**src/rtl/rm_seq_pkg.sv**
```systemverilog
// Shared types and constants for the runtime-monitor symbol sequencer.
// Holds the FSM state encoding, the default widths and the symbol type.
package rm_seq_pkg;

    localparam int SEQ_SYM_W      = 8;
    localparam int SEQ_FIFO_DEPTH = 4;
    localparam int SEQ_CNT_W      = 16;
    localparam int PTR_W          = $clog2(SEQ_FIFO_DEPTH);
    localparam logic [SEQ_CNT_W-1:0] CNT_MAX = {SEQ_CNT_W{1'b1}};

    typedef logic [SEQ_SYM_W-1:0] sym_t;

    typedef enum logic [1:0] {
        IDLE  = 2'd0,
        ARST  = 2'd1,
        RUN   = 2'd2,
        DRAIN = 2'd3
    } state_e;

endpackage

```
**src/rtl/rm_sym_fifo.sv**
```systemverilog
// Two-write / one-read symbol FIFO with flush and in-order dual push.
// An empty FIFO forwards the first pushed symbol straight to the read side.
module rm_sym_fifo #(
    parameter int W     = 8,
    parameter int DEPTH = 4
) (
    input  logic                       clk,
    input  logic                       rst_n,
    input  logic                       flush,
    input  logic [1:0]                 push_cnt,
    input  logic [W-1:0]               wdata0,
    input  logic [W-1:0]               wdata1,
    input  logic                       pop_en,
    output logic                       pop_valid,
    output logic [W-1:0]               pop_data,
    output logic [$clog2(DEPTH):0]     count
);

    localparam int PW = $clog2(DEPTH);

    logic [W-1:0]  mem [DEPTH];
    logic [PW-1:0] wr_ptr;
    logic [PW-1:0] rd_ptr;

    assign pop_valid = pop_en && ((count != '0) || (push_cnt != 2'd0));
    assign pop_data  = (count != '0) ? mem[rd_ptr] : wdata0;

    always_ff @(posedge clk) begin
        if (push_cnt != 2'd0) begin
            mem[wr_ptr] <= wdata0;
        end
        if (push_cnt == 2'd2) begin
            mem[PW'(wr_ptr + PW'(1))] <= wdata1;
        end
    end

    // Power-of-two depth lets the pointers wrap naturally; count carries the extra bit.
    always_ff @(posedge clk or negedge rst_n) begin
        if (!rst_n) begin
            wr_ptr <= '0;
            rd_ptr <= '0;
            count  <= '0;
        end else if (flush) begin
            wr_ptr <= '0;
            rd_ptr <= '0;
            count  <= '0;
        end else begin
            wr_ptr <= PW'(wr_ptr + PW'(push_cnt));
            rd_ptr <= PW'(rd_ptr + PW'(pop_valid));
            count  <= count + (PW+1)'(push_cnt) - (PW+1)'(pop_valid);
        end
    end

endmodule

```
**src/rtl/rm_symbol_sequencer.sv**
```systemverilog
// Merges two commit ports into one in-order symbol stream for a runtime-monitor
// automaton, sequences its reset, and keeps sticky qualified-report status.
module rm_symbol_sequencer
    import rm_seq_pkg::*;
#(
    parameter int SYM_W       = SEQ_SYM_W,
    parameter int NR_PORTS    = 2,
    parameter int FIFO_DEPTH  = SEQ_FIFO_DEPTH,
    parameter int NUM_REPORTS = 4,
    parameter int RST_CYCLES  = 2,
    parameter int CNT_W       = SEQ_CNT_W
) (
    input  logic                      clk_i,
    input  logic                      rst_ni,
    input  logic                      enable_i,
    input  logic                      restart_i,
    input  logic [NR_PORTS-1:0]       commit_valid_i,
    input  logic [NR_PORTS*SYM_W-1:0] commit_sym_i,
    output logic                      commit_ready_o,
    output logic                      auto_reset_o,
    output logic                      auto_run_o,
    output logic [SYM_W-1:0]          auto_sym_o,
    input  logic [NUM_REPORTS-1:0]    auto_report_i,
    output logic                      violation_o,
    output logic [NUM_REPORTS-1:0]    report_vec_o,
    output logic [CNT_W-1:0]          violation_cnt_o,
    output logic                      busy_o
);

    localparam int CW   = $clog2(FIFO_DEPTH) + 1;
    localparam int RC_W = $clog2(RST_CYCLES + 1);

    state_e           state_q, state_d;
    logic [RC_W-1:0]  rst_cnt_q, rst_cnt_d;
    logic [CW-1:0]    fifo_count;
    logic [CW-1:0]    free;
    logic [1:0]       n_valid;
    logic [1:0]       n_push;
    logic             fits;
    logic             push_ok;
    logic             restart_run;
    logic             pop_en;
    logic             pop_valid;
    logic [SYM_W-1:0] pop_data;
    logic [SYM_W-1:0] sym0;
    logic [SYM_W-1:0] sym1;
    logic [SYM_W-1:0] push_sym0;
    logic             rq_q;
    logic             rq_d;
    logic [NUM_REPORTS-1:0] qualified;

    assign sym0      = commit_sym_i[0*SYM_W +: SYM_W];
    assign sym1      = commit_sym_i[1*SYM_W +: SYM_W];
    assign n_valid   = {1'b0, commit_valid_i[0]} + {1'b0, commit_valid_i[1]};
    assign free      = CW'(FIFO_DEPTH) - fifo_count;
    assign fits      = CW'(n_valid) <= free;

    assign restart_run = (state_q == RUN) && restart_i;
    assign push_ok     = (state_q == RUN) && !restart_i && fits;
    assign n_push      = push_ok ? n_valid : 2'd0;
    // A lone port-1 commit becomes the first (and only) pushed entry.
    assign push_sym0   = commit_valid_i[0] ? sym0 : sym1;
    assign pop_en      = ((state_q == RUN) && !restart_i) || (state_q == DRAIN);

    // Outside RUN commits are dropped, so the core is never stalled.
    assign commit_ready_o = rst_ni && ((state_q != RUN) || restart_i || fits);
    assign auto_reset_o   = (state_q == IDLE) || (state_q == ARST);
    assign busy_o         = (state_q != IDLE) || (fifo_count != '0);

    rm_sym_fifo #(
        .W     (SYM_W),
        .DEPTH (FIFO_DEPTH)
    ) u_fifo (
        .clk       (clk_i),
        .rst_n     (rst_ni),
        .flush     (restart_run),
        .push_cnt  (n_push),
        .wdata0    (push_sym0),
        .wdata1    (sym1),
        .pop_en    (pop_en),
        .pop_valid (pop_valid),
        .pop_data  (pop_data),
        .count     (fifo_count)
    );

    always_ff @(posedge clk_i or negedge rst_ni) begin
        if (!rst_ni) begin
            state_q   <= IDLE;
            rst_cnt_q <= '0;
        end else begin
            state_q   <= state_d;
            rst_cnt_q <= rst_cnt_d;
        end
    end

    always_comb begin
        state_d   = state_q;
        rst_cnt_d = rst_cnt_q;
        case (state_q)
            IDLE: begin
                if (enable_i) begin
                    state_d   = ARST;
                    rst_cnt_d = RC_W'(RST_CYCLES - 1);
                end
            end
            ARST: begin
                if (rst_cnt_q == '0) begin
                    state_d = RUN;
                end else begin
                    rst_cnt_d = rst_cnt_q - RC_W'(1);
                end
            end
            RUN: begin
                if (restart_i) begin
                    state_d   = ARST;
                    rst_cnt_d = RC_W'(RST_CYCLES - 1);
                end else if (!enable_i) begin
                    state_d = DRAIN;
                end
            end
            DRAIN: begin
                if (fifo_count == '0) begin
                    state_d = IDLE;
                end
            end
            default: state_d = IDLE;
        endcase
    end

    // Reports lag the presented symbol by one cycle, hence the delayed run qualifier.
    assign rq_d      = ((state_q == RUN) || (state_q == DRAIN)) && !restart_run && auto_run_o;
    assign qualified = auto_report_i & {NUM_REPORTS{rq_q}};

    always_ff @(posedge clk_i or negedge rst_ni) begin
        if (!rst_ni) begin
            auto_run_o      <= 1'b0;
            auto_sym_o      <= '0;
            rq_q            <= 1'b0;
            violation_o     <= 1'b0;
            report_vec_o    <= '0;
            violation_cnt_o <= '0;
        end else begin
            auto_run_o <= pop_valid;
            if (pop_valid) begin
                auto_sym_o <= pop_data;
            end
            rq_q <= rq_d;
            if (restart_run) begin
                violation_o     <= 1'b0;
                report_vec_o    <= '0;
                violation_cnt_o <= '0;
            end else if (qualified != '0) begin
                violation_o  <= 1'b1;
                report_vec_o <= report_vec_o | qualified;
                if (violation_cnt_o != {CNT_W{1'b1}}) begin
                    violation_cnt_o <= violation_cnt_o + CNT_W'(1);
                end
            end
        end
    end

endmodule

```
**config.mk**
```make
export PLATFORM = sky130hd
export DESIGN_NAME = rm_symbol_sequencer
export DESIGN_NICKNAME = d
export VERILOG_FILES = /design/src/rtl/rm_seq_pkg.sv /design/src/rtl/rm_sym_fifo.sv /design/src/rtl/rm_symbol_sequencer.sv
export SDC_FILE = /design/constraint.sdc
export NUM_CORES = 1
export LEC_CHECK = 0
export BUFFER_PORTS_ARGS = -buffer_cell sky130_fd_sc_hd__buf_2
export CAP_MARGIN = 5
export CELL_PAD_IN_SITES_DETAIL_PLACEMENT = 1
export CELL_PAD_IN_SITES_GLOBAL_PLACEMENT = 1
export CORE_AREA = 2 2 108 89
export CTS_BUF_LIST = sky130_fd_sc_hd__clkbuf_16
export DETAILED_ROUTE_END_ITERATION = 10
export DIE_AREA = 0 0 110 91
export GPL_ROUTABILITY_DRIVEN = 0
export PLACE_DENSITY_LB_ADDON = 0.1
export SYNTH_ARGS = -nofsm -noshare
export SYNTH_HDL_FRONTEND = slang
export SYNTH_SLANG_ARGS = --single-unit
```
**constraint.sdc**
```tcl
create_clock -name clk_i -period 4 [get_ports clk_i]
set_clock_uncertainty 0.2 [all_clocks]
set_input_delay 0 -clock clk_i [delete_from_list [all_inputs] [get_ports clk_i]]
set_output_delay 0 -clock clk_i [all_outputs]
set_load 0.1 [all_outputs]
```
# After elaboration in Yosys (flattened, before gate mapping)
# Memories as Yosys holds them, arrays and structs flattened.
# Cells that the tools add are included.
# totals
word_cells	91
latch_bits	0
mem_bits_ro	0
regBits	42
input_bits	26
ramBits	32
out_inout_bits	33
n_memories	1
# mem_list
name	words	width	read_ports	rd_ports_with_merged_regs	wr	line_no	text
u_fifo.mem	4	8	1	0	2	rm_sym_fifo.sv:21	logic [W-1:0] mem [DEPTH];
# op_classes
shifts	0
muxes	26
n_bitwise	2
n_reduce_logical	29
order_cmp	1
multipliers	0
div	0
n_eq_ne	12
n_addsub	9
# op_table
op	count
two-way mux 16 bit	3
two-way mux 2 bit	10
adder 16 x 1 -> 16 bit (second input constant)	1
two-way mux 8 bit	2
inequality test 16 bit (second input constant)	1
two-way mux 4 bit	2
inequality test 2 bit (second input constant)	4
one-hot mux 2 bit (4 select lines)	1
AND reduction 4 bit	2
nonzero test 2 bit	4
logical AND 1 bit	7
logical OR 1 bit	7
equality test 2 bit (second input constant)	3
two-way mux 1 bit	6
one-hot mux 2 bit (3 select lines)	1
nonzero test 3 bit	2
AND 4 bit	1
logical NOT 2 bit	2
inequality test 2 x 1 -> 1 bit (second input constant)	2
OR 4 bit	1
nonzero test 4 bit	1
adder 3 x 2 -> 3 bit	1
<= comparator 2 x 3 -> 1 bit	1
logical NOT 3 bit	1
12 further kinds	13

# Longest topological paths before layout
# Gate-level depths: netlist of the first run.
# depth
word_depth	9
mapped_depth	15
depth_no_buf	15

# Modules after synthesis
# A second synthesis of the first run with hierarchy kept.
# unflattened
hier_cells	321
hier_area_um2	3993.8
# by_module_without_submodules
module	n_inst	cells_per_inst	seq_area_each_um2	area_each_um2
rm_sym_fifo	1	131	1136.1	2104.5
rm_symbol_sequencer	1	190	875.8	1889.3

# Least setup slack after synthesis of the first run
# Ideal clock, no wire load.
# synth_path
kind	reg-to-reg
from	register u_fifo.count[0]
to	register u_fifo.count[2]
stages_incl_launch_ff	16
slack_ns	0.908
t_arrival_ns	2.760
n_path_buf	0
required_ns	3.668
period_less_slack_ns	3.092
setup_ns	0.132
cell_sequence	dfrtp_1 inv_1 ha_1 inv_1 ha_1 nor2b_1 o211ai_2 a2bb2oi_2 inv_2 xnor2_1 ha_1 inv_1 fa_1 xnor2_1 xnor2_1 nor2_1
# synth_via
elab_chain_len	9
word_cells_on_any_way	11
cone_classes	3 x add/sub; 1 x order compare; 2 x mux; 5 x reduce/logical
# synth_lines
item	line_no	text
from (decl)	rm_sym_fifo.sv:16	output logic [$clog2(DEPTH):0] count
from (signal assigned)	rm_sym_fifo.sv:50	count <= count + (PW+1)'(push_cnt) - (PW+1)'(pop_valid);
subtractor 3 bit	rm_symbol_sequencer.sv:55	assign free = CW'(FIFO_DEPTH) - fifo_count;
<= comparator 2 x 3 -> 1 bit	rm_symbol_sequencer.sv:56	assign fits = CW'(n_valid) <= free;
logical AND 1 bit	rm_symbol_sequencer.sv:59	assign push_ok = (state_q == RUN) && !restart_i && fits;
two-way mux 2 bit	rm_symbol_sequencer.sv:60	assign n_push = push_ok ? n_valid : 2'd0;
nonzero test 2 bit	rm_sym_fifo.sv:25	assign pop_valid = pop_en && ((count != '0) || (push_cnt != 2'd0));
logical OR 1 bit (*)	rm_sym_fifo.sv:25	
logical AND 1 bit (*)	rm_sym_fifo.sv:25	
net pop_valid	rm_symbol_sequencer.sv:43	logic pop_valid;
subtractor 3 x 1 -> 3 bit (*)	rm_sym_fifo.sv:50	
two-way mux 3 bit (*)	rm_sym_fifo.sv:43	end else if (flush) begin
# Mark *: on every way through the listed nets, which the timed path passes. The rest lies on a longest branch.
# A chain may end at the register's enable or synchronous reset.

==> flow_metrics.env, run 1 <==
export IMPL_ctsResizeCount=0
export IMPL_slowest_stage="dlygate4sd3_1"
export IMPL_synth_edff_count=32
export IMPL_synth_ff_type="dfrtp_1"
export IMPL_rsz0062_at_grt="no"
export IMPL_portBuffers=58
export IMPL_path_clk_slew_ns=0.06
export IMPL_drt_wl_total_um=10720
export IMPL_crit_arrival_ns=3.45
export IMPL_final_layout_size_suffix_gt1_frac=0.3764
export IMPL_hpwlAfterDp_um=7030
export IMPL_worstSetupEndpointType="register"
export IMPL_syn2layout_area_growth_pct=26.83
export IMPL_fp_row_count=31
export IMPL_slew_viol_final=0
export IMPL_diodes=0
export IMPL_die_w_um=110
export IMPL_max_cap_violations=0
export IMPL_io_pins=59
export IMPL_final_setup_viol_count=0
export IMPL_ys_async_sr_fraction=0.5676
export IMPL_netlist_area_um2=4053
export IMPL_worstPathRequired_ns=3.87
export IMPL_crit_family="buffers and inverters"
export IMPL_root_buffer="clkbuf_16"
export IMPL_fin_crit_sh=0.8937
export IMPL_final_antenna_net_count=0
export IMPL_postLayoutCoreUtil=0.5787
export IMPL_vias_per_cell=5.741
export IMPL_ctsLongestPathBuffers=2
export IMPL_clock_latency_ns=0.33
export IMPL_grtUsageMet2=0.3594
export IMPL_fin_tns_setup_ns=0
export IMPL_timing_worst_setup_path_type="register to register"
export IMPL_path_buf_inv=3
export IMPL_die_h_um=91
export IMPL_fmax_ghz=0.2797
export IMPL_cp_cell_sequence="inv_1, ha_1, inv_1, ha_1, nor2b_1, o211ai_2, nand3b_1, mux2_2, dlygate4sd3_1"
export IMPL_drc=0
export IMPL_ys_types=52
export IMPL_yosysWarnings=0
export IMPL_die_area_um2=10010
export IMPL_grt_ovfl_total=0
export IMPL_wl_per_cell_um=19.55
export IMPL_seq_area_um2=2012
export IMPL_cts_made_buffers=9
export IMPL_nFillCells=924
export IMPL_final_nets=465
export IMPL_vias=3146
export IMPL_grtUsageTotal=0.2327
export IMPL_grt_pass1_wl_um=17780
export IMPL_grt_pass1_vias=3377
export IMPL_start_util=0.4563
export IMPL_grtUsageMet1=0.3372
export IMPL_slew_headroom=0.5036
export IMPL_finalHoldViolations=0
export IMPL_grt_busiest_layer="met2"
export IMPL_ys_seq_area_frac=0.4964
export IMPL_cp_slowest_stage_delay_ns=0.56
export IMPL_htreeDepth=3
export IMPL_postCtsSetupBuffers=0
export IMPL_coreArea_um2=8882
export IMPL_worstMarginPinSlew_ns=0.7447
export IMPL_ir_worst_vdd_v=0.0003530
export IMPL_power_density_nw_per_um2=733.1
export IMPL_multiInputGateArea_um2=1941
export IMPL_status="complete, no violations"
export IMPL_crit_path_start_kind="register"
export IMPL_synth_seq_cells=74
export IMPL_syn_inst=332
export IMPL_avgSynthCellArea_um2=12.21
export IMPL_synth_fp_nets=369
export IMPL_layout_min_cycle_time_ns=3.575
export IMPL_gr_usage_met3=0.03948
export IMPL_antenna_found_initial=0
export IMPL_cts_num_sinks=74
export IMPL_worst_path_max_fanout=10
export IMPL_grt_max_degree=44
export IMPL_leakage_nw=2.134
export IMPL_cts_hold_buf=32
export IMPL_dr_pass1_iters=5
export IMPL_drtIter0Drc=144
export IMPL_cts_tree="built"
export IMPL_min_path_type="primary input to async pin"
==> final timing paths <==
kind                                                  start                          end  slack (ns)  depth (start not counted)
worst min register to register  report_vec_o[3]$_DFFE_PN0P_  report_vec_o[3]$_DFFE_PN0P_        0.29                          2
worst min-delay path                                 rst_ni    auto_sym_o[7]$_DFFE_PN0P_        0.09                          3
worst max-delay path              u_fifo.count[0]$_DFF_PN0_   u_fifo.mem[0][3]$_DFFE_PP_        0.43                          9
max in group asynchronous                            rst_ni  report_vec_o[2]$_DFFE_PN0P_        3.11                          3
worst max register to register    u_fifo.count[0]$_DFF_PN0_   u_fifo.mem[0][3]$_DFFE_PP_        0.43                          9
min in group clk_i                        commit_valid_i[1]   u_fifo.wr_ptr[1]$_DFF_PN0_        0.17                          4
==> synthesized netlist by cell type (6+ instances only) <==
library cell  instances  area share
a21oi_1              19       0.023
clkbuf_1              6      0.0056
dfrtp_1              42        0.26
edfxtp_1             32        0.24
ha_1                 10       0.031
inv_1                12       0.011
mux2_2               58        0.16
mux4_2                8       0.044
nand2_1              19       0.018
nand3_1              14       0.017
nand4_1               7       0.011
nor2_1               16       0.015
o21ai_0              12       0.015
or3_1                 6      0.0093
==> cells in the final DEF, fill, tap and decap left out, types with 2 or more instances in the layout <==
| master | count |
|---|---|
| bufinv_16 | 3 |
| nor2_1 | 16 |
| and4_2 | 3 |
| inv_1 | 13 |
| a211oi_1 | 2 |
| dfrtp_1 | 42 |
| a21oi_1 | 19 |
| nand4_2 | 2 |
| o21ai_0 | 12 |
| and4_1 | 2 |
| or2_2 | 2 |
| or3_1 | 6 |
| mux2_2 | 58 |
| mux4_2 | 8 |
| buf_4 | 6 |
| ha_1 | 10 |
| o211ai_1 | 3 |
| dlygate4sd3_1 | 32 |
| nor2b_1 | 5 |
| o31ai_1 | 5 |
| edfxtp_1 | 32 |
| inv_2 | 2 |
| nand3_1 | 14 |
| nor4_1 | 3 |
| mux2i_1 | 3 |
| nand4_1 | 7 |
| nand3b_1 | 2 |
| buf_2 | 58 |
| or4_1 | 5 |
| and3_1 | 3 |
| clkbuf_16 | 9 |
| nand2_1 | 19 |
| xnor2_1 | 4 |
==> power breakdown <==
part	internal (mW)	switching [mW]	leakage [nW]
combinational	0.546	1.16	1.14
sequential	0.956	0.188	0.826
clock	0.604	0.315	0.164
==> state kept, by name, indices dropped and copies added (netlist names) <==
name             count
rst_cnt_q            2
violation_cnt_o     16
auto_sym_o           8
state_q              2
rq_q                 1
u_fifo.wr_ptr        2
u_fifo.count         3
u_fifo.mem          32
violation_o          1
auto_run_o           1
u_fifo.rd_ptr        2
report_vec_o         4
==> tightest hold or removal path, cell delays in order <==
cell and delay [ns]:
dlygate4sd3_1 0.52, buf_2 0.10, buf_4 0.45
==> cell families (layout without fill, tap and decap cells) <==
| kind of cell | Yosys count | after routing | synth area share |
|---|---|---|---|
| buffers and inverters | 25 | 126 | 0.02470 |
| AO/OA/AOI/OAI | 52 | 52 | 0.08552 |
| adder cells (fa/ha/maj) | 11 | 11 | 0.03581 |
| XOR/XNOR | 4 | 4 | 0.008644 |
| multiplexers | 69 | 69 | 0.2130 |
| AND/OR/NAND/NOR | 97 | 97 | 0.1358 |
| flip-flops | 74 | 74 | 0.4964 |
==> area by class of cell <==
| class | count | area share |
|---|---|---|
| clock buffers | 9 | 0.04382 |
| flip-flops and latches | 74 | 0.3914 |
| well taps | 115 | 0.02799 |
| clock inverters | 7 | 0.02142 |
| repair buffers | 96 | 0.1276 |
| inverters | 14 | 0.01022 |
| multi-input cells | 233 | 0.3776 |
==> metal layers <==
metal / routed length, um / share of wire
met1: 5275 / 0.49
met4: 114 / 0.011
met3: 363 / 0.034
met2: 4961 / 0.46
met5: 0 / 0
==> stage by stage <==
step	setup slack, ns	power, mW	hold WS, ns	std cells	area, um^2
global placement	0.6269	2.772	-0.08058	500	4484
CTS	0.3964	3.790	0.09802	548	5140
detailed placement	0.5357	2.816	-0.08118	500	4484
global route	0.2346	3.962	0.1740	548	5140
floorplan	0.9080	2.478	-0.4956	332	4053
finish	0.4252	3.768	0.08629	548	5140
(Power assumes the default switching activity.)
==> run 2, diff against run 1 <==
--- a/config.mk
+++ b/config.mk
@@ -9,10 +9,10 @@
 export CAP_MARGIN = 5
 export CELL_PAD_IN_SITES_DETAIL_PLACEMENT = 1
 export CELL_PAD_IN_SITES_GLOBAL_PLACEMENT = 1
-export CORE_AREA = 2 2 108 89
-export CTS_BUF_LIST = sky130_fd_sc_hd__clkbuf_16
+export CORE_AREA = 2 2 106 88
+export CTS_BUF_LIST = sky130_fd_sc_hd__clkbuf_2
 export DETAILED_ROUTE_END_ITERATION = 10
-export DIE_AREA = 0 0 110 91
+export DIE_AREA = 0 0 108 90
 export GPL_ROUTABILITY_DRIVEN = 0
 export PLACE_DENSITY_LB_ADDON = 0.1
 export SYNTH_ARGS = -nofsm -noshare
==> run 2 against run 1 <==
Effect of this change:
- via count increased by 0.41%
- core utilization is essentially flat
- cell count up 2.6%
- sequential cell count did not move
- fmax increased by 1.7%
- routed wire length increased by 1.3%
- sequential share of layout area is 0.67 points higher
- sequential power barely moved
- clock power shrank 54%
- first-iteration DRC count is 8.3% higher
- critical path depth did not move
- combinational power increased by 3%
==> flow_metrics.env, run 2 (same netlist as run 1, synthesis figures left out) <==
export IMPL_layout_common_cells="mux2_2, buf_2, dlygate4sd3_1"
export IMPL_leakage_nw=2.105
export IMPL_ir_worst_vdd_v=0.0004072
export IMPL_cp_slowest_stage_delay_ns=0.56
export IMPL_cts_num_sinks=74
export IMPL_nFillCells=949
export IMPL_grt_max_degree=44
export IMPL_fin_crit_sh=0.8791
export IMPL_syn2layout_area_growth_pct=24.70
export IMPL_power_density_nw_per_um2=655.6
export IMPL_vias=3159
export IMPL_slowest_stage="dlygate4sd3_1"
export IMPL_grt_pass1_wl_um=18100
export IMPL_regMostFlops="u_fifo.mem"
export IMPL_coreArea_um2=8727
export IMPL_io_pins=59
export IMPL_crit_path_start_kind="register"
export IMPL_slew_viol_final=0
export IMPL_timing_worst_setup_path_type="register to register"
export IMPL_drc=0
export IMPL_dr_pass1_iters=4
export IMPL_fmax_ghz=0.2844
export IMPL_finalHoldViolations=0
export IMPL_cp_cell_sequence="inv_1, ha_1, inv_1, ha_1, nor2b_1, o211ai_2, nand3_1, mux2_2, dlygate4sd3_1"
export IMPL_diodes=0
export IMPL_grtUsageTotal=0.2416
export IMPL_fin_tns_setup_ns=0
export IMPL_worst_path_max_fanout=10
export IMPL_cts_tree="built"
export IMPL_fp_row_count=31
export IMPL_final_layout_size_suffix_gt1_frac=0.3691
export IMPL_timing_rr_start="u_fifo.count[0]$_DFF_PN0_"
export IMPL_r2r_setup_slack_ns=0.48
export IMPL_crit_arrival_ns=3.64
export IMPL_grt_pass1_vias=3419
export IMPL_path_clk_slew_ns=0.23
export IMPL_largest_reg_flops=32
export IMPL_placed_area_um2=4484
export IMPL_vias_per_cell=5.621
export IMPL_die_w_um=108
export IMPL_layout_min_cycle_time_ns=3.517
export IMPL_dp_slack_ns=0.4966
export IMPL_die_h_um=90
export IMPL_drtIter0Drc=156
export IMPL_grt_ovfl_total=0
export IMPL_seq_area_um2=2012
export IMPL_setup_worst_path_end="u_fifo.mem[2][4]$_DFFE_PP_"
export IMPL_rsz0062_at_grt="no"
export IMPL_hpwlAfterDp_um=6948
export IMPL_fin_cells=562
export IMPL_dp_cells=500
export IMPL_die_area_um2=9720
export IMPL_reg2reg_to="u_fifo.mem[2][4]$_DFFE_PP_"
export IMPL_portBuffers=58
export IMPL_max_cap_violations=0
export IMPL_worstSetupEndpointType="register"
export IMPL_ctsResizeCount=0
export IMPL_final_nets=479
export IMPL_min_path_type="primary input to register"
export IMPL_multiInputGateArea_um2=1941
export IMPL_htreeDepth=3
export IMPL_final_area_um2=5054
export IMPL_drt_wl_total_um=10860
export IMPL_setup_ws_ns=0.4835
export IMPL_worst_r2r_cell_count=9
export IMPL_final_setup_viol_count=0
export IMPL_cts_made_buffers=9
export IMPL_status="complete, no violations"
export IMPL_ctsLongestPathBuffers=2
export IMPL_final_antenna_net_count=0
export IMPL_wl_per_cell_um=19.32
export IMPL_clock_latency_ns=0.53
export IMPL_reg_largest_list="u_fifo.mem: 32 flops, violation_cnt_o: 16 flops, auto_sym_o: 8 flops"
export IMPL_slew_headroom=0.5094
export IMPL_cp_startpoint="u_fifo.count[0]$_DFF_PN0_"
export IMPL_power_mw=3.313
export IMPL_root_buffer="clkbuf_2"
export IMPL_worstPathRequired_ns=4.12
export IMPL_worstMarginPinSlew_ns=0.7303
export IMPL_start_util=0.4644
export IMPL_antenna_found_initial=0
[run 2: changes by cell type in the layout (fill, tap and decap cells not counted), sizes merged]
cell / delta
bufinv: -2
clkbuf: +1
clkinv: +3
clkinvlp: -1
dlygate4sd3: +14
inv: -1
[run 2: critical path: cells and delay by family, from the launching register on]
kind                     cells  cell delay, ns
AND/OR/NAND/NOR              2            0.66
buffers and inverters        3            0.68
flip-flops                   1            0.40
multiplexers                 1            0.43
AO/OA/AOI/OAI                1            0.41
adder cells (fa/ha/maj)      2            0.55
[run 2: metal layers]
metal | wire length (um) | GRT usage | vias up
li1 | - | - | 1496
met1 | 5258 | 0.3426 | 1598
met2 | 5188 | 0.3889 | 53
met3 | 297 | 0.04206 | 12
met4 | 115 | 0.05449 | 0
met5 | 0 | 0 | -
[run 2: how the worst min path moves through the flow]
stage	end	cells after the start	startpoint	slack, ns
after floorplan	auto_run_o$_DFF_PN0_	0	rst_ni	-0.50
after global placement	auto_sym_o[7]$_DFFE_PN0P_	2	rst_ni	-0.07
after detailed placement	auto_sym_o[7]$_DFFE_PN0P_	2	rst_ni	-0.07
after CTS	state_q[0]$_DFFE_PN0P_	4	enable_i	0.10
after global routing	u_fifo.mem[0][7]$_DFFE_PP_	3	commit_sym_i[15]	0.11
final	u_fifo.mem[2][1]$_DFFE_PP_	3	commit_sym_i[9]	0.13
[run 2: area by class of cell]
type / instances / area share
flip-flops and latches: 74 / 0.3981
repair buffers: 110 / 0.1575
clock inverters: 6 / 0.01164
clock buffers: 10 / 0.009903
inverters: 14 / 0.01040
well taps: 115 / 0.02847
multi-input cells: 233 / 0.3840
[run 2: stage by stage]
step,hold WS (ns),utilization
finish,0.1335,0.5791
global route,0.1091,0.5791
CTS,0.1013,0.5791
detailed placement,-0.07287,0.5138
global placement,-0.07455,0.5138
floorplan,-0.4956,-
[run 2: power breakdown]
| part | internal, mW | switching [mW] | total [mW] | leakage [nW] |
|---|---|---|---|---|
| logic | 0.579 | 1.17 | 1.75 | 1.20 |
| clock network | 0.144 | 0.278 | 0.422 | 0.0754 |
| registers | 0.953 | 0.192 | 1.15 | 0.826 |
| total | 1.68 | 1.64 | 3.31 | 2.10 |
[run 2: what timing repair did]
action,4_1_cts,5_1_grt
hold buffers,46,0
buffers inserted,0,0
hold endpoints to repair,109,0
==> run 3, diff against run 2 <==
==> config.mk (replaced) <==
export PLATFORM = sky130hd
export DESIGN_NAME = rm_symbol_sequencer
export DESIGN_NICKNAME = d
export VERILOG_FILES = /design/src/rtl/rm_seq_pkg.sv /design/src/rtl/rm_sym_fifo.sv /design/src/rtl/rm_symbol_sequencer.sv
export SDC_FILE = /design/constraint.sdc
export NUM_CORES = 1
export LEC_CHECK = 0
export CAP_MARGIN = 5
export CELL_PAD_IN_SITES_DETAIL_PLACEMENT = 1
export CELL_PAD_IN_SITES_GLOBAL_PLACEMENT = 1
export CORE_AREA = 2 2 104 86
export CTS_BUF_LIST = sky130_fd_sc_hd__clkbuf_2
export DETAILED_ROUTE_END_ITERATION = 10
export DIE_AREA = 0 0 106 88
export DONT_BUFFER_PORTS = 1
export GPL_ROUTABILITY_DRIVEN = 0
export PLACE_DENSITY = 0.86
export SYNTH_ARGS = -nofsm -noshare
export SYNTH_HDL_FRONTEND = slang
export SYNTH_SLANG_ARGS = --single-unit
==> run 3 against run 2 <==
Effect of this change:
- combinational power is 31% lower
- power down 1.9%
- via count rose by 1.5%
- core utilization rose by 0.72 points
- routed wire length grew 15%
- count of clock-buffer cells in the layout up 1
- sequential share of layout area up 1.6 points
- clock power shrank 15%
- register-to-register slack worse by 0.23 ns
- critical path depth is 6 higher
- sequential cell count unchanged
==> flow_metrics.env, run 3 (same netlist as run 1, synthesis figures left out) <==
export IMPL_cts_num_sinks=74
export IMPL_portBuffers=0
export IMPL_htreeDepth=3
export IMPL_whs_ns=0.1173
export IMPL_fin_crit_sh=0.9366
export IMPL_final_common_cell="mux2_2"
export IMPL_hpwlAfterDp_um=7306
export IMPL_finalHoldViolations=0
export IMPL_crit_arrival_ns=3.93
export IMPL_grt_pass1_vias=3432
export IMPL_coreArea_um2=8295
export IMPL_dp_slack_ns=0.4649
export IMPL_fmax_ghz=0.2669
export IMPL_final_antenna_net_count=0
export IMPL_worst_r2r_cell_count=15
export IMPL_worstMarginPinSlew_ns=1.057
export IMPL_path_clk_slew_ns=0.20
export IMPL_io_pins=59
export IMPL_ir_worst_vdd_v=0.0002678
export IMPL_start_util=0.4885
export IMPL_drtIter0Drc=187
export IMPL_postCtsSetupBuffers=0
export IMPL_max_cap_violations=0
export IMPL_layout_min_cycle_time_ns=3.746
export IMPL_die_area_um2=9328
export IMPL_final_layout_size_suffix_gt1_frac=0.2807
export IMPL_dp_cells=443
export IMPL_die_h_um=88
export IMPL_slew_headroom=0.2955
export IMPL_leakage_nw=1.897
export IMPL_cts_made_buffers=9
export IMPL_root_buffer="clkbuf_2"
export IMPL_rsz0062_at_grt="no"
export IMPL_grtUsageTotal=0.2808
export IMPL_final_setup_viol_count=0
export IMPL_cts_tree="built"
export IMPL_regMostFlops="u_fifo.mem"
export IMPL_final_nets=431
export IMPL_dr_pass1_iters=5
export IMPL_drt_wl_total_um=12500
export IMPL_clock_latency_ns=0.54
export IMPL_setup_ws_ns=0.2537
export IMPL_grt_pass1_wl_um=19540
export IMPL_min_path_cells=3
export IMPL_timing_worst_setup_path_type="register to register"
export IMPL_die_w_um=106
export IMPL_ctsResizeCount=0
export IMPL_vias_per_cell=6.274
export IMPL_vias=3206
export IMPL_power_density_nw_per_um2=668.4
export IMPL_fin_cells=511
export IMPL_diodes=0
export IMPL_worstPathRequired_ns=4.19
export IMPL_worstSetupEndpointType="register"
export IMPL_reg_largest_list="u_fifo.mem: 32 flops, violation_cnt_o: 16 flops, auto_sym_o: 8 flops"
export IMPL_syn2layout_area_growth_pct=20.01
export IMPL_slew_viol_final=0
export IMPL_layout_common_cells="mux2_2, dlygate4sd3_1, dfrtp_1"
export IMPL_fin_tns_setup_ns=0
export IMPL_wl_per_cell_um=24.46
export IMPL_grt_ovfl_total=0
export IMPL_worst_path_max_fanout=10
export IMPL_status="complete, no violations"
export IMPL_fp_row_count=30
export IMPL_grt_max_degree=43
export IMPL_min_path_type="primary input to register"
export IMPL_largest_reg_flops=32
export IMPL_crit_path_start_kind="register"
export IMPL_antenna_found_initial=1
export IMPL_ctsLongestPathBuffers=2
export IMPL_drc=0
==> run 3: layout make-up <==
| cell class | count | area [um^2] |
|---|---|---|
| Fill cell | 865 | 3432 |
| Sequential cell | 74 | 2012 |
| Multi-Input combinational cell | 233 | 1941 |
| Timing Repair Buffer | 62 | 630.6 |
| Tap cell | 112 | 140.1 |
| Clock buffer | 11 | 55.05 |
| Inverter | 14 | 52.55 |
| Clock inverter | 5 | 32.53 |
==> run 3: routing by layer <==
layer / GRT usage / vias up / part of all wire
li1: - / 1393 / -
met2: 0.4739 / 130 / 0.49
met4: 0.09450 / 2 / 0.019
met3: 0.06696 / 28 / 0.067
met1: 0.3615 / 1653 / 0.42
met5: 0 / - / 0.0010
==> run 3: final timing paths <==
kind,startpoint,to,slack [ns]
setup / recovery,u_fifo.count[0]$_DFF_PN0_,u_fifo.count[2]$_DFF_PN0_,0.25
hold / removal,enable_i,state_q[0]$_DFFE_PN0P_,0.12
setup reg to reg,u_fifo.count[0]$_DFF_PN0_,u_fifo.count[2]$_DFF_PN0_,0.25
hold reg to reg,rst_cnt_q[1]$_DFFE_PN0P_,rst_cnt_q[1]$_DFFE_PN0P_,0.36
max in group asynchronous,rst_ni,violation_cnt_o[13]$_DFFE_PN0P_,2.93
min in group asynchronous,rst_ni,violation_cnt_o[15]$_DFFE_PN0P_,0.45
==> run 3: worst max-delay path, cell delays in order (launching register included) <==
cell and delay [ns]:
dfrtp_1 0.45, inv_1 0.11, ha_1 0.29, inv_1 0.04
ha_1 0.27, nor2b_1 0.15, o211ai_2 0.44, a2bb2oi_2 0.16
inv_2 0.29, xnor2_1 0.17, ha_1 0.18, inv_1 0.07
fa_1 0.38, xnor2_1 0.18, xnor2_1 0.16, nor2_1 0.08
==> run 3: timing repair <==
action                                  4_1_cts  5_1_grt
hold endpoints to repair                    148        0
endpoints found under the setup margin        0        0
hold buffers                                 52        0
==> run 3: where the power goes <==
| part | switching (mW) | internal (mW) | total [mW] | leakage (nW) |
|---|---|---|---|---|
| clock network | 0.274 | 0.0845 | 0.358 | 0.0556 |
| logic | 0.652 | 0.543 | 1.20 | 1.02 |
| registers | 0.757 | 0.941 | 1.70 | 0.826 |
| total | 1.68 | 1.57 | 3.25 | 1.90 |
==> run 3: stage by stage <==
| stage | utilization | cell area [um^2] | total power [mW] |
|---|---|---|---|
| 2_1_floorplan | - | 4053 | 2.478 |
| 3_3_place_gp | 0.5087 | 4220 | 2.650 |
| 3_5_place_dp | 0.5087 | 4220 | 2.736 |
| 4_1_cts | 0.5863 | 4863 | 3.193 |
| 5_1_grt | 0.5863 | 4863 | 3.396 |
| 6_report | 0.5863 | 4863 | 3.251 |
